**config.mk**
```make
export PLATFORM = sky130hd
export DESIGN_NAME = fp_align_shifter_pipe
export DESIGN_NICKNAME = d
export VERILOG_FILES = /design/src/rtl/FPALL_pkg.sv /design/src/rtl/fp_align_shifter_pipe_level.sv /design/src/rtl/fp_align_shifter_pipe.sv
export SDC_FILE = /design/constraint.sdc
export NUM_CORES = 1
export LEC_CHECK = 0
export ABC_AREA = 1
export ABC_CLOCK_PERIOD_IN_PS = 1710
export BUFFER_PORTS_ARGS = -buffer_cell sky130_fd_sc_hd__buf_2
export CAP_MARGIN = 20
export CORE_MARGIN = 2
export CORE_UTILIZATION = 55
export DETAILED_ROUTE_END_ITERATION = 16
export PLACE_DENSITY = 0.79
export SLEW_MARGIN = 20
export SYNTH_ARGS = -nofsm -noshare
export SYNTH_HDL_FRONTEND = slang
export SYNTH_SLANG_ARGS = --single-unit
```
**constraint.sdc**
```tcl
create_clock -name clk -period 1.71 [get_ports clk]
set_clock_uncertainty 0.15 [all_clocks]
set_input_delay 0.342 -clock clk [delete_from_list [all_inputs] [get_ports clk]]
set_output_delay 0.342 -clock clk [all_outputs]
set_load 0.01 [all_outputs]
```
**src/rtl/FPALL_pkg.sv**
```systemverilog
// Shared FP datapath types plus the alignment shifter level table and level-to-stage helpers.
// Latency: none (types, constants and constant functions only).
// Backpressure: not applicable.
package FPALL_pkg;

   typedef enum logic {
      FP32 = 1'b0,
      FP16 = 1'b1
   } fp_fmt_e;

   // Log-shifter levels, coarsest first; index i shifts by ALIGN_SHIFT_DIST[i].
   localparam int ALIGN_LEVELS = 5;
   localparam int ALIGN_SHIFT_DIST [ALIGN_LEVELS] = '{16, 8, 4, 2, 1};

   // Levels per register stage: ceil(ALIGN_LEVELS / stages).
   function automatic int align_lvls_per_stage(input int stages);
      return (ALIGN_LEVELS + stages - 1) / stages;
   endfunction

   // Register stage that owns level lvl.
   function automatic int align_stage_of_level(input int lvl, input int stages);
      return lvl / align_lvls_per_stage(stages);
   endfunction

   // First level owned by a stage; ALIGN_LEVELS or more means the stage owns none.
   function automatic int align_first_level(input int stage, input int stages);
      return stage * align_lvls_per_stage(stages);
   endfunction

   // Last level owned by a stage (only meaningful when the stage owns levels).
   function automatic int align_last_level(input int stage, input int stages);
      int last;
      last = (stage + 1) * align_lvls_per_stage(stages);
      if (last > ALIGN_LEVELS) last = ALIGN_LEVELS;
      return last - 1;
   endfunction

endpackage

```
**src/rtl/fp_align_shifter_pipe_level.sv**
```systemverilog
// One log level of the lane-aware alignment right-shifter: shift by DIST and fold lost bits into sticky.
// Latency: combinational.
// Backpressure: none; the enclosing pipeline stage owns the handshake.
module align_shift_level
   import FPALL_pkg::*;
#(
   parameter int LANE_W = 13,
   parameter int DIST   = 1,
   localparam int W     = 2 * LANE_W
) (
   input  fp_fmt_e       fmt,
   input  logic [W-1:0]  d,
   input  logic          step_h,
   input  logic          step_l,
   input  logic          sticky_h,
   input  logic          sticky_l,
   output logic [W-1:0]  r,
   output logic          r_sticky_h,
   output logic          r_sticky_l
);

   localparam logic [W-1:0]      ONES_W = '1;
   localparam logic [LANE_W-1:0] ONES_L = '1;

   logic [LANE_W-1:0] lane_h;
   logic [LANE_W-1:0] lane_l;
   logic [W-1:0]      full_shift;
   logic              full_lost;
   logic [LANE_W-1:0] h_shift;
   logic              h_lost;
   logic [LANE_W-1:0] l_shift;
   logic              l_lost;

   assign lane_h = d[W-1:LANE_W];
   assign lane_l = d[LANE_W-1:0];

   // A distance at or beyond the width shifts to zero and the mask covers every bit,
   // which gives lane saturation for free.
   assign full_shift = d >> DIST;
   assign full_lost  = |(d & ~(ONES_W << DIST));
   assign h_shift    = lane_h >> DIST;
   assign h_lost     = |(lane_h & ~(ONES_L << DIST));
   assign l_shift    = lane_l >> DIST;
   assign l_lost     = |(lane_l & ~(ONES_L << DIST));

   // Select the whole-word or per-lane shift; the 16 level is a pass-through in FP16.
   always_comb begin
      r          = d;
      r_sticky_h = sticky_h;
      r_sticky_l = sticky_l;
      if (fmt == FP32) begin
         if (step_l) begin
            r          = full_shift;
            r_sticky_l = sticky_l | full_lost;
         end
      end else if (DIST < 16) begin
         if (step_h) begin
            r[W-1:LANE_W] = h_shift;
            r_sticky_h    = sticky_h | h_lost;
         end
         if (step_l) begin
            r[LANE_W-1:0] = l_shift;
            r_sticky_l    = sticky_l | l_lost;
         end
      end
   end

endmodule

```
**src/rtl/fp_align_shifter_pipe.sv**
```systemverilog
// Pipelined FP32 / dual-FP16 alignment right-shifter with sticky, levels 16/8/4/2/1 spread over PIPE_STAGES.
// Latency: PIPE_STAGES cycles from acceptance to out_valid; one result per cycle at full rate.
// Backpressure: per-stage valid/ready; a stage advances when empty or when the next advances, in_ready = advance[0].
module fp_align_shifter_pipe
   import FPALL_pkg::*;
#(
   parameter int LANE_W      = 13,
   parameter int PIPE_STAGES = 2,
   parameter int TAG_W       = 4,
   localparam int W          = 2 * LANE_W
) (
   input  logic             clk,
   input  logic             rst_n,
   input  logic             in_valid,
   output logic             in_ready,
   input  fp_fmt_e          in_fmt,
   input  logic [W-1:0]     in_x,
   input  logic [7:0]       in_s,
   input  logic [TAG_W-1:0] in_tag,
   output logic             out_valid,
   input  logic             out_ready,
   output fp_fmt_e          out_fmt,
   output logic [W-1:0]     out_r,
   output logic             out_sticky_h,
   output logic             out_sticky_l,
   output logic [TAG_W-1:0] out_tag
);

   // Stage registers.
   logic [PIPE_STAGES-1:0] vld_q;
   fp_fmt_e                fmt_q [PIPE_STAGES];
   logic [W-1:0]           d_q   [PIPE_STAGES];
   logic                   sh_q  [PIPE_STAGES];
   logic                   sl_q  [PIPE_STAGES];
   logic [7:0]             s_q   [PIPE_STAGES];
   logic [TAG_W-1:0]       tag_q [PIPE_STAGES];

   // What each stage sees on its input side (primary inputs for stage 0).
   logic [PIPE_STAGES-1:0] src_vld;
   fp_fmt_e                src_fmt [PIPE_STAGES];
   logic [W-1:0]           src_d   [PIPE_STAGES];
   logic                   src_sh  [PIPE_STAGES];
   logic                   src_sl  [PIPE_STAGES];
   logic [7:0]             src_s   [PIPE_STAGES];
   logic [TAG_W-1:0]       src_tag [PIPE_STAGES];

   // Shifted data and sticky leaving each stage's levels, captured by that stage's register.
   logic [W-1:0]           res_d  [PIPE_STAGES];
   logic                   res_sh [PIPE_STAGES];
   logic                   res_sl [PIPE_STAGES];

   logic [PIPE_STAGES-1:0] adv;

   // Stage inputs: stage 0 takes the primary inputs, later stages the previous register.
   always_comb begin
      src_vld[0] = in_valid;
      src_fmt[0] = in_fmt;
      src_d[0]   = in_x;
      src_sh[0]  = 1'b0;
      src_sl[0]  = 1'b0;
      src_s[0]   = in_s;
      src_tag[0] = in_tag;
      for (int k = 1; k < PIPE_STAGES; k++) begin
         src_vld[k] = vld_q[k-1];
         src_fmt[k] = fmt_q[k-1];
         src_d[k]   = d_q[k-1];
         src_sh[k]  = sh_q[k-1];
         src_sl[k]  = sl_q[k-1];
         src_s[k]   = s_q[k-1];
         src_tag[k] = tag_q[k-1];
      end
   end

   // Advance ripples back from out_ready: a stage moves when empty or when its successor moves.
   always_comb begin : adv_chain
      logic down_adv;
      down_adv = out_ready;
      adv      = '0;
      for (int k = PIPE_STAGES - 1; k >= 0; k--) begin
         down_adv = !vld_q[k] || down_adv;
         adv[k]   = down_adv;
      end
   end

   assign in_ready = adv[0];

   // Shift levels, each reading fmt and shift amount from the stage that owns it.
   for (genvar i = 0; i < ALIGN_LEVELS; i++) begin : g_lvl
      localparam int ST = align_stage_of_level(i, PIPE_STAGES);
      localparam int BP = ALIGN_LEVELS - 1 - i;

      logic [W-1:0] d_in;
      logic         sh_in;
      logic         sl_in;
      logic [W-1:0] d_out;
      logic         sh_out;
      logic         sl_out;
      logic         step_h;
      logic         step_l;

      if (i == align_first_level(ST, PIPE_STAGES)) begin : g_head
         assign d_in  = src_d[ST];
         assign sh_in = src_sh[ST];
         assign sl_in = src_sl[ST];
      end else begin : g_link
         assign d_in  = g_lvl[i-1].d_out;
         assign sh_in = g_lvl[i-1].sh_out;
         assign sl_in = g_lvl[i-1].sl_out;
      end

      // FP32 uses in_s[4:0]; FP16 uses in_s[7:4] for the hi lane and in_s[3:0] for the lo lane.
      if (BP < 4) begin : g_step
         assign step_h = (src_fmt[ST] == FP16) && src_s[ST][BP+4];
         assign step_l = src_s[ST][BP];
      end else begin : g_step16
         assign step_h = 1'b0;
         assign step_l = (src_fmt[ST] == FP32) && src_s[ST][BP];
      end

      align_shift_level #(
         .LANE_W (LANE_W),
         .DIST   (ALIGN_SHIFT_DIST[i])
      ) u_level (
         .fmt        (src_fmt[ST]),
         .d          (d_in),
         .step_h     (step_h),
         .step_l     (step_l),
         .sticky_h   (sh_in),
         .sticky_l   (sl_in),
         .r          (d_out),
         .r_sticky_h (sh_out),
         .r_sticky_l (sl_out)
      );

      if (i == align_last_level(ST, PIPE_STAGES)) begin : g_tail
         assign res_d[ST]  = d_out;
         assign res_sh[ST] = sh_out;
         assign res_sl[ST] = sl_out;
      end
   end

   // Stages that own no level (deep pipelines) just retime their input.
   for (genvar k = 0; k < PIPE_STAGES; k++) begin : g_stage
      if (align_first_level(k, PIPE_STAGES) >= ALIGN_LEVELS) begin : g_pass
         assign res_d[k]  = src_d[k];
         assign res_sh[k] = src_sh[k];
         assign res_sl[k] = src_sl[k];
      end
   end

   // Stage registers: load on advance; payload only updates for a real transaction.
   always_ff @(posedge clk or negedge rst_n) begin
      if (!rst_n) begin
         vld_q <= '0;
         for (int k = 0; k < PIPE_STAGES; k++) begin
            fmt_q[k] <= FP32;
            d_q[k]   <= '0;
            sh_q[k]  <= 1'b0;
            sl_q[k]  <= 1'b0;
            s_q[k]   <= '0;
            tag_q[k] <= '0;
         end
      end else begin
         for (int k = 0; k < PIPE_STAGES; k++) begin
            if (adv[k]) begin
               vld_q[k] <= src_vld[k];
               if (src_vld[k]) begin
                  fmt_q[k] <= src_fmt[k];
                  d_q[k]   <= res_d[k];
                  sh_q[k]  <= res_sh[k];
                  sl_q[k]  <= res_sl[k];
                  s_q[k]   <= src_s[k];
                  tag_q[k] <= src_tag[k];
               end
            end
         end
      end
   end

   assign out_valid    = vld_q[PIPE_STAGES-1];
   assign out_fmt      = fmt_q[PIPE_STAGES-1];
   assign out_r        = d_q[PIPE_STAGES-1];
   assign out_sticky_h = sh_q[PIPE_STAGES-1];
   assign out_sticky_l = sl_q[PIPE_STAGES-1];
   assign out_tag      = tag_q[PIPE_STAGES-1];

endmodule

```
==> reports/metrics.yaml, run 1 <==
grt_pass1_vias: 4388
via_per_inst: 5.502
clk_pin_slew_worst_paths_ns: 0.08
crit_slowest_cell: "dfrtp_1"
drive_above_1_share: 0.1883
fmax_mhz: 632.6
crit_top_cell: "nor2_1"
hpwlAfterDp_um: 9184
dr.pass1.iters: 5
final_area_um2: 5324
pin_count: 78
synth_edf_count: 0
n_antenna_cell: 0
antenna_found_initial: 0
place_area_um2: 5070
fin_tns_setup_ns: 0
syn_area_um2: 4367
ys_ff_latch: 72
drc: 0
worstPathRequired_ns: 1.78
crit_arrival_ns: 1.65
start_util: 0.5651
met1_length_um: 5460
wl_met2_um: 5787
port_buffers: 77
detail-route-antenna-nets: 0
path_cells: "buf_4, nor2_1, nor2_1, inv_2, nor2_1, nand2_1, o21ai_1, a31oi_1"
overflow: 0
nets: 771
routed.top_layer: "met4"
p_leak_nw: 2.739
cts_root_buf: "clkbuf_8"
final.period_utilization: 0.9244
h-tree-depth: 3
layout_min_cycle_time_ns: 1.581
rsz0062_at_grt: "no"
die-area_um2: 8669
cts_sinks: 72
max-cap-violations: 0
syn_to_final_growth_pct: 21.92
cts_buffer_depth: 2
crit_start: "fmt_q[1]"
final.fill_count: 667
grt_pass1_wl_um: 20270
syn_inst: 640
vias: 4594
r2r.worst_path.cells: 8
row_count: 32
hold_class: "in2reg"
finalHoldViolCount: 0
r2r_start: "fmt_q[1]"
track_usage: 0.2918
cpPeakStageDelay_ns: 0.34
cts_made_buffers: 9
core_area_um2: 7727
worstMarginPinSlew_ns: 0.4419
crit_fanout: 19
synth_fp_nets: 683
status: "completed"
hold_slack_ns: 0.03494
drt_iter0_drc: 290
synth.yosys.seq_area_share: 0.4126
p_per_area_nw_per_um2: 1173
whs_path_depth: 3
syn_area_per_cell_um2: 6.823
ys_async_sr_fraction: 1.000
relSlewSlack: 0.7023
grt_start_max_net_pins: 73
wirelength_um: 12100
irDropWorstVdd_mv: 0.6046
netlist-cell-type-count: 31
crit_path_end_kind: "flip-flop"
ys_warn_count: 0
dieWidth_um: 93.11
clock_latency_ns: 0.35
avgRoutedWirePerCell_um: 14.49
cts_tree: "yes"
hp-start: "in_tag[0]"
critical_path_class: "reg2reg"
synth_ff_type: "dfrtp_1"
wl_met3_um: 584
cp-start-kind: "flip-flop"
setup_viol: 0
slew_violations: 0
gp_congestion: 1.025
fp.dieH_um: 93.11
cells in the final DEF, fill, tap and decap left out, types with 2 or more instances in the layout:
master / count
nand2_1: 196
buf_2: 77
nor2_1: 72
dfrtp_1: 72
o21ai_0: 53
inv_1: 52
a21oi_1: 33
nand3_1: 32
buf_4: 26
o21ai_1: 25
o211ai_1: 12
o22ai_1: 10
o22a_1: 10
clkbuf_8: 9
inv_2: 7
mux2i_1: 7
buf_12: 7
a31oi_1: 6
a22oi_1: 3
bufinv_16: 3
clkinv_1: 2
nor2_2: 2
o221ai_1: 2
or2_2: 2
clkinv_4: 2
power by group:
part | switching (mW) | total, mW | leakage, nW | internal [mW]
Combinational | 1.31 | 2.20 | 1.75 | 0.890
Sequential | 0.252 | 2.39 | 0.868 | 2.14
Clock | 0.683 | 1.65 | 0.119 | 0.971
Total | 2.24 | 6.24 | 2.74 | 4.00
critical path: cells and delay by family, from the launching register on:
kind | cells | cell delay [ns]
AND/OR/NAND/NOR | 4 | 0.52
buffers and inverters | 2 | 0.32
AO/OA/AOI/OAI | 2 | 0.13
flip-flops | 1 | 0.34
repair_timing:
action,CTS,global route
hold buffers,1,0
hold endpoints to repair,72,0
resized for setup,0,2
setup endpoints to repair,0,3
buffers inserted,0,0
final timing paths:
check                             endpoint  slack (ns)
worst max-delay path             out_r[23]        0.13
worst min register to register  out_tag[0]        0.33
worst min-delay path            src_tag[0]        0.03
max in group asynchronous       src_tag[1]        0.70
worst max register to register   out_r[23]        0.13
min in group asynchronous        out_r[16]        0.39
flip-flops by register name (all words and copies together) (netlist names):
register / cells
g_lvl.sh_in: 1
out_sticky_l: 1
g_lvl.step_l: 2
vld_q: 2
out_r: 26
out_tag: 4
out_sticky_h: 1
s_q: 2
fmt_q: 1
g_lvl.sl_in: 1
src_tag: 4
g_lvl.d_in: 26
out_fmt: 1
through the flow:
stage	cells	util	setup slack, ns	power [mW]
after global routing	835	0.6890	0.009202	6.649
after CTS	835	0.6890	0.1069	6.270
final	835	0.6890	0.1292	6.244
after global placement	818	0.6561	-0.06064	4.535
after floorplan	640	-	0.04711	3.725
after detailed placement	818	0.6561	-0.08340	4.608
cell type report:
class | count | area [um^2] | share of cell area
Sequential cell | 72 | 1802 | 0.3384
Tap cell | 102 | 127.6 | 0.02397
Timing Repair Buffer | 111 | 730.7 | 0.1373
Multi-Input combinational cell | 473 | 2191 | 0.4115
Inverter | 61 | 229.0 | 0.04301
Clock inverter | 7 | 120.1 | 0.02256
Clock buffer | 9 | 123.9 | 0.02327
routing by layer:
metal / GRT usage / vias up
li1: - / 2279
met1: 0.3826 / 2129
met2: 0.4994 / 166
met3: 0.03948 / 20
met4: 0.09681 / 0
met5: 0 / -
cell usage after synthesis (2+ instances only):
library cell | n | area share
o211ai_1 | 12 | 0.021
o21ai_1 | 23 | 0.026
o221ai_1 | 2 | 0.0040
inv_2 | 7 | 0.0060
a31oi_1 | 6 | 0.0086
inv_1 | 52 | 0.045
clkinv_1 | 2 | 0.0017
a22oi_1 | 3 | 0.0052
nand3_1 | 32 | 0.037
a21oi_1 | 33 | 0.038
buf_4 | 2 | 0.0034
o21ai_0 | 55 | 0.063
o22ai_1 | 10 | 0.014
nand2_1 | 196 | 0.17
buf_1 | 3 | 0.0026
nor2_2 | 2 | 0.0029
mux2i_1 | 7 | 0.016
buf_2 | 8 | 0.0092
clkbuf_1 | 21 | 0.018
dfrtp_1 | 72 | 0.41
or2_2 | 2 | 0.0029
nor2_1 | 72 | 0.062
o22a_1 | 10 | 0.020
kinds of logic (layout without fill, tap and decap cells):
kind of cell,Yosys count,after routing,synth area share
AO/OA/AOI/OAI,159,159,0.2089
buffers and inverters,95,188,0.08568
flip-flops,72,72,0.4126
multiplexers,7,7,0.01605
AND/OR/NAND/NOR,307,307,0.2768
(Power assumes the default switching activity.)
==> run 2, diff against run 1 <==
--- a/config.mk
+++ b/config.mk
@@ -9,8 +9,8 @@
 export ABC_CLOCK_PERIOD_IN_PS = 1710
 export BUFFER_PORTS_ARGS = -buffer_cell sky130_fd_sc_hd__buf_2
 export CAP_MARGIN = 20
-export CORE_MARGIN = 2
 export CORE_UTILIZATION = 55
+export CTS_CLUSTER_DIAMETER = 150
 export DETAILED_ROUTE_END_ITERATION = 16
 export PLACE_DENSITY = 0.79
 export SLEW_MARGIN = 20
==> run 2 against run 1 <==
  * Register-to-register slack worse by 0.03 ns
  * Clock power down 9%
  * Hold slack got worse by 0.0041 ns
  * Sequential share of layout area fell by 0.056 points
  * Critical path type unchanged
  * Critical path depth decreased by 3
  * Core utilization grew 0.47 points
  * Highest routed layer unchanged
==> reports/metrics.yaml, run 2 (same netlist as run 1, synthesis figures left out) <==
status: "completed"
critical_path_class: "reg2reg"
cts_post_setup_buffers_inserted: 0
clock_latency_ns: 0.35
rrSetupSlack_ns: 0.10
grt_pass1_vias: 4317
grt_pass1_wl_um: 20080
place_area_um2: 5100
irDropWorstVdd_mv: 0.6014
h-tree-depth: 3
worstPathRequired_ns: 1.77
die-area_um2: 8300
core_area_um2: 7687
start_util: 0.5680
syn_to_final_growth_pct: 22.12
relSlewSlack: 0.7437
final_area_um2: 5333
avgRoutedWirePerCell_um: 14.03
pin_count: 78
cp-start-kind: "flip-flop"
worstMarginPinSlew_ns: 0.3804
n_antenna_cell: 0
cts_sinks: 72
pre_cts_ws_ns: -0.08054
gp_congestion: 0.9368
nets: 775
rsz0062_at_grt: "no"
drc: 0
drt_iter0_drc: 272
grt_start_max_net_pins: 73
cts_made_buffers: 9
layout_setup_ws_ns: 0.1013
drive_above_1_share: 0.1940
antenna_found_initial: 0
p_leak_nw: 2.752
finalHoldViolCount: 0
wirelength_um: 11770
via_per_inst: 5.392
vias: 4524
setup_viol: 0
dieWidth_um: 91.11
fp.dieH_um: 91.11
fmax_mhz: 621.6
detail-route-antenna-nets: 0
cts_buffer_depth: 2
cts_root_buf: "clkbuf_8"
hold_class: "in2reg"
cts_tree: "yes"
layout_min_cycle_time_ns: 1.609
max-cap-violations: 0
row_count: 32
port_buffers: 77
hpwlAfterDp_um: 9102
slew_violations: 0
track_usage: 0.3027
p_per_area_nw_per_um2: 1144
place_inst: 822
final_cells: 839
overflow: 0
dr.pass1.iters: 5
crit_path_end_kind: "flip-flop"
final_common_cell: "nand2_1"
clk_pin_slew_worst_paths_ns: 0.08
final_cell_mix: "196 x nand2_1, 77 x buf_2, 72 x dfrtp_1"
final.period_utilization: 0.9407
hold_slack_ns: 0.03086
crit_arrival_ns: 1.67
crit_fanout: 39
==> run 2: changes by cell type in the layout (fill, tap and decap cells not counted) <==
| cell | previous run | this run |
|---|---|---|
| buf_4 | 26 | 30 |
| bufinv_16 | 3 | 2 |
| clkinv_2 | 1 | 2 |
| clkinv_4 | 2 | 3 |
| clkinvlp_4 | 1 | 0 |
| nor2_1 | 72 | 71 |
| nor2_2 | 2 | 3 |
| o21ai_0 | 53 | 54 |
| o21ai_1 | 25 | 24 |
==> run 2: per-stage QoR <==
step / util / setup TNS (ns) / total power [mW]
final: 0.6937 / 0 / 6.098
after global routing: 0.6937 / 0 / 6.487
after CTS: 0.6934 / 0 / 6.121
after detailed placement: 0.6634 / -0.1870 / 4.618
after global placement: 0.6634 / -0.1139 / 4.536
after floorplan: - / 0 / 3.725
==> run 2: metal layers <==
| metal | vias up | share of wire | GRT usage |
|---|---|---|---|
| met5 | - | 0 | 0 |
| met4 | 0 | 0.036 | 0.1362 |
| met3 | 31 | 0.056 | 0.04941 |
| met2 | 173 | 0.46 | 0.4937 |
| met1 | 2034 | 0.45 | 0.3958 |
| li1 | 2286 | - | - |
==> run 2: path summary, 6_finish.rpt <==
kind | depth (start not counted) | end | from
max in group asynchronous | 3 | g_lvl[3].d_in[6] | rst_n
worst max register to register | 5 | out_sticky_l | g_lvl[3].step_l
worst min register to register | 2 | out_tag[0] | out_tag[0]
worst min-delay path | 3 | src_tag[0] | in_tag[0]
min in group asynchronous | 3 | out_r[17] | rst_n
worst max-delay path | 5 | out_sticky_l | g_lvl[3].step_l
==> run 2: critical path, cell delays in order (launching register included) <==
cell and delay (ns):
dfrtp_1 0.40, buf_12 0.18, o21ai_0 0.24, nor2_1 0.07, nor3_1 0.29, o21ai_0 0.16
==> run 2: area by class of cell <==
class	instances	area, um^2
Clock buffer	9	123.9
Tap cell	102	127.6
Sequential cell	72	1802
Timing Repair Buffer	115	760.7
Multi-Input combinational cell	473	2193
Fill cell	676	2355
Clock inverter	7	96.34
Inverter	61	229.0
==> run 2: power breakdown <==
group | switching, mW | internal, mW
clock network | 0.679 | 0.823
logic | 1.30 | 0.897
registers | 0.258 | 2.14
total | 2.24 | 3.86
==> run 2: timing repair <==
action	CTS	global route
hold endpoints to repair	72	0
gates resized for setup	0	2
endpoints found under the setup margin	0	4
hold buffers	1	0
